File: src/rtl/fd_ratio_ctrl.sv
// Programmable clock divider for the FMDLL feedback/reference path.
// A new half-period is taken over a valid/ready handshake, applied only at a period boundary, then settled is reported.
module fd_ratio_ctrl #(
    parameter int CNT_W    = 8,
    parameter int SETTLE   = 4,
    parameter int RST_HALF = 2
) (
    input  logic             clk,
    input  logic             rst,
    input  logic             cfg_valid,
    input  logic [CNT_W-1:0] cfg_half,
    output logic             cfg_ready,
    output logic             cfg_err,
    output logic             div_out,
    output logic             div_en,
    output logic             busy,
    output logic             settled
);

    localparam int PER_W = (SETTLE > 1) ? $clog2(SETTLE) : 1;

    typedef enum logic [1:0] {
        ST_RUN,
        ST_PEND,
        ST_SETTLE
    } state_t;

    state_t           state;
    logic [CNT_W-1:0] half_q;
    logic [CNT_W-1:0] pend_half;
    logic [CNT_W-1:0] cnt;
    logic [PER_W-1:0] per_cnt;

    logic at_toggle;
    logic pb;

    // The end of a low phase is the only point where a new ratio may be switched in.
    assign at_toggle = (cnt == half_q - CNT_W'(1));
    assign pb        = !div_out && at_toggle;

    always_ff @(posedge clk) begin
        if (rst) begin
            state     <= ST_SETTLE;
            half_q    <= CNT_W'(RST_HALF);
            pend_half <= CNT_W'(RST_HALF);
            cnt       <= '0;
            div_out   <= 1'b1;
            div_en    <= 1'b0;
            cfg_err   <= 1'b0;
            per_cnt   <= '0;
            settled   <= 1'b0;
            cfg_ready <= 1'b0;
            busy      <= 1'b1;
        end else begin
            div_en  <= pb;
            cfg_err <= 1'b0;

            if (at_toggle) begin
                cnt     <= '0;
                div_out <= ~div_out;
            end else begin
                cnt <= cnt + CNT_W'(1);
            end

            // The switch lands on a normal rising edge, so the core update above already gives cnt=0, div_out=1.
            case (state)
                ST_RUN: begin
                    if (cfg_valid) begin
                        if (cfg_half == '0) begin
                            cfg_err <= 1'b1;
                        end else begin
                            pend_half <= cfg_half;
                            settled   <= 1'b0;
                            cfg_ready <= 1'b0;
                            busy      <= 1'b1;
                            state     <= ST_PEND;
                        end
                    end
                end
                ST_PEND: begin
                    if (pb) begin
                        half_q  <= pend_half;
                        per_cnt <= '0;
                        state   <= ST_SETTLE;
                    end
                end
                ST_SETTLE: begin
                    if (pb) begin
                        if (per_cnt == PER_W'(SETTLE - 1)) begin
                            settled   <= 1'b1;
                            cfg_ready <= 1'b1;
                            busy      <= 1'b0;
                            state     <= ST_RUN;
                        end else begin
                            per_cnt <= per_cnt + PER_W'(1);
                        end
                    end
                end
                default: begin
                    state     <= ST_SETTLE;
                    per_cnt   <= '0;
                    cfg_ready <= 1'b0;
                    busy      <= 1'b1;
                end
            endcase
        end
    end

endmodule

File: config.mk
export PLATFORM = sky130hd
export DESIGN_NAME = fd_ratio_ctrl
export DESIGN_NICKNAME = d
export VERILOG_FILES = /design/src/rtl/fd_ratio_ctrl.sv
export SDC_FILE = /design/constraint.sdc
export NUM_CORES = 1
export LEC_CHECK = 0
export BUFFER_PORTS_ARGS = -buffer_cell sky130_fd_sc_hd__buf_2
export CORE_ASPECT_RATIO = 1.2
export CORE_MARGIN = 4
export CORE_UTILIZATION = 39
export CTS_CLUSTER_DIAMETER = 100
export DETAILED_ROUTE_END_ITERATION = 8
export PLACE_DENSITY_LB_ADDON = 0.12
export REMOVE_ABC_BUFFERS = 1
export SYNTH_ARGS = -nofsm -noshare
export SYNTH_HDL_FRONTEND = slang
export SYNTH_SLANG_ARGS = --single-unit
export TNS_END_PERCENT = 1
File: constraint.sdc
create_clock -name clk -period 7.93 [get_ports clk]
set_input_delay 1.586 -clock clk [delete_from_list [all_inputs] [get_ports clk]]
set_output_delay 1.586 -clock clk [all_outputs]
set_load 0.1 [all_outputs]
==> results.tsv <==
metric	value	unit
Avg Cell Area, Syn	8.442	um^2
clock root buffer	clkbuf_8	
CP arrival	3.35	ns
# clock sinks	34	
sequential fraction of design power	54.9	%
vias in the first global route	1258	
Async S/R FF share, synth	0	%
Post-DP HPWL	2422	um
setup violators final	0	
die height	78.99	um
DP Area	1732	um^2
IO buf count	16	
initial antenna violation count	0	
Seq/Total Area, Yosys	41.56	%
Max Slew Vio Count	0	
synth unique cells	42	
Nets	220	
commonest non-fill, non-tap cells in the layout	34 x dfxtp_1, 18 x nand2_1, 16 x nor2_1, 16 x buf_2	
Max-Cap Viols	0	
Core ar.	4004	um^2
io pins	17	
GRT Util Overall	13.90	%
synthesis warning total	0	
post-CTS setup buffers	0	
Via Count	1385	
run status	finished clean	
final clock skew	0.005405	ns
startpoint types	flip-flop	
number of synthesized flops with an enable pin	0	
fmax	0.3139	GHz
grt ovf	0	
worst path required time	8.09	ns
first-pass GRT wire length	5671	um
RR Endpoint	busy	
Total Neg Setup Slack	0	ns
CP endpoint kind	flip-flop	
Hold Path Origin	pend_half[3]	
largest net degree at the start of global routing	27	
TritonCTS clock tree	built	
DRT Pass-1 Iters	4	
Setup CP Type	reg -> reg	
CP Max Fanout	12	
worst hold path cell count	2	
Synth Register Bits	34	
ANT nets after route	0	
Comb pwr share	9.0	%
Reg2Reg Setup Slack	4.74	ns
hold_buf cts	0	
Synth area leader	dfxtp_1	
DRC Markers	0	
fraction of layout cells with a size suffix above 1	14.56	%
Detailed Route Iter0 Violations	78	
number of CTS-inserted buffers	5	
Peak VDD IR	132.3	uV
total internal power	242.4	uW
vias per inst	5.327	
P_leak	0.6809	nW
Clock transition at path regs	0.07	ns
synthesized area	1638	um^2
Sw Ratio	25.47	%
H-Tree Depth	2	
Resize count post-CTS	0	
worst hold path class	reg -> reg	
Placer Congestion	0.8859	
hold endpoint	pend_half[3]	
drt wl/cell	12.47	um
row count	25	
Area Growth Syn to Fin	10.54	%
Initial Util	40.91	%
die width	67.16	um
P per Cell Area	179.7	nW/um^2
reg-to-reg startpoint	half_q[2]	
clock share of power	36.1	%
cell area after layout	1810	um^2
worst-case clock buffer depth	2	
switching power total	82.83	uW
Cells after Synth	194	
Max transition margin	22.68	%
Final min period	3.186	ns
Die Area	5305	um^2
most common cell after layout, fill and taps aside	dfxtp_1	
reg2reg path depth	6	
final critical-path share of the clock period	40.17	%
Top FF cell, synth	dfxtp_1	
Slew @ Worst Pin	1.153	ns
final hold viol count	0	
final wirelength	3242	um
share of the synthesized area in the top cell type	41.56	%
RSZ-0062 raised after global routing	no	
top post-synthesis cells by area	dfxtp_1 42%, nand2_1 4.1%, xnor2_1 3.7%	
diode count	0	
Clock Latency Late Sink	0.28	ns
==> kinds of logic after synthesis <==
logic type / count (synthesis) / synth area share (%)
xor+xnor: 14 / 7.487
fa+ha+maj: 3 / 2.292
simple gates: 71 / 22.69
flops: 34 / 41.56
buf+inv: 23 / 6.035
compound gates: 48 / 19.25
mux: 1 / 0.6875
==> worst max path at each step <==
stage              start  endpoint  slack, ns  depth (start not counted)
2_1_floorplan  half_q[2]  state[1]       5.13                          6
3_3_place_gp   half_q[2]  state[1]       4.92                          6
3_5_place_dp   half_q[2]      busy       4.78                          6
4_1_cts        half_q[2]      busy       4.77                          6
5_1_grt        half_q[2]      busy       4.50                          6
6_report       half_q[2]      busy       4.74                          6
==> critical path: stages (launching register included) <==
cell and delay [ns]:
dfxtp_1 0.34, or3_1 0.47, or4_1 0.52, a211o_1 0.29, a211oi_1 0.96, nand3_1 0.27
a21boi_0 0.20
==> power by group through the flow <==
stage	Combinational [mW]	Clock (mW)	Sequential (mW)
global route	0.0327	0.131	0.179
finish	0.0294	0.117	0.179
CTS	0.0297	0.123	0.179
floorplan	0.0131	0	0.189
global placement	0.0292	0	0.182
detailed placement	0.0297	0	0.183
==> through the flow <==
step | instances | total power [mW] | util, % | setup slack [ns] | hold WS (ns)
final | 260 | 0.3253 | 45.22 | 4.744 | 0.4504
after global routing | 260 | 0.3431 | 45.22 | 4.500 | 0.4841
after CTS | 260 | 0.3311 | 45.22 | 4.769 | 0.4542
after detailed placement | 253 | 0.2122 | 43.25 | 4.781 | 0.4428
after global placement | 253 | 0.2114 | 43.25 | 4.922 | 0.4302
after floorplan | 183 | 0.2024 | - | 5.128 | 0.4250
==> per-layer routing <==
metal	part of all wire, %	track usage, %	routed length (um)	vias up
met5	0	0	0	-
met4	1.6	4.868	53	0
met3	4.8	4.809	155	6
met2	48	22.12	1545	27
met1	46	17.16	1487	647
li1	-	-	-	705
==> cell usage after synthesis, types with 2 or more instances <==
library cell	n
nand2_1	18
dfxtp_1	34
nor2_1	16
o311ai_0	3
clkbuf_1	8
and2_1	3
xnor2_1	7
ha_1	3
or3b_1	4
inv_1	12
a22oi_1	3
or3b_2	3
a21oi_1	12
o211ai_1	4
and3_1	4
xor2_1	7
nand4_1	2
a211o_1	2
nor4_1	3
nand3_1	8
a211oi_1	4
nor3_1	2
o21ai_0	12
or3_1	2
==> flip-flops by register name, indices dropped and copies added, names as in the netlist <==
name,cells
busy,1
cfg_err,1
cfg_ready,1
cnt,8
div_en,1
div_out,1
half_q,8
pend_half,8
per_cnt,2
settled,1
state,2
==> final cells by class <==
| class | count | area [um^2] |
|---|---|---|
| inverter | 12 | 45.04 |
| multi-input combinational | 137 | 858.3 |
| timing repair buffer | 16 | 80.08 |
| fill | 456 | 2193 |
| tap | 54 | 67.56 |
| clock buffer | 5 | 68.82 |
| clock inverter | 2 | 10.01 |
| sequential | 34 | 680.7 |
Power figures use the tool's default switching activity.
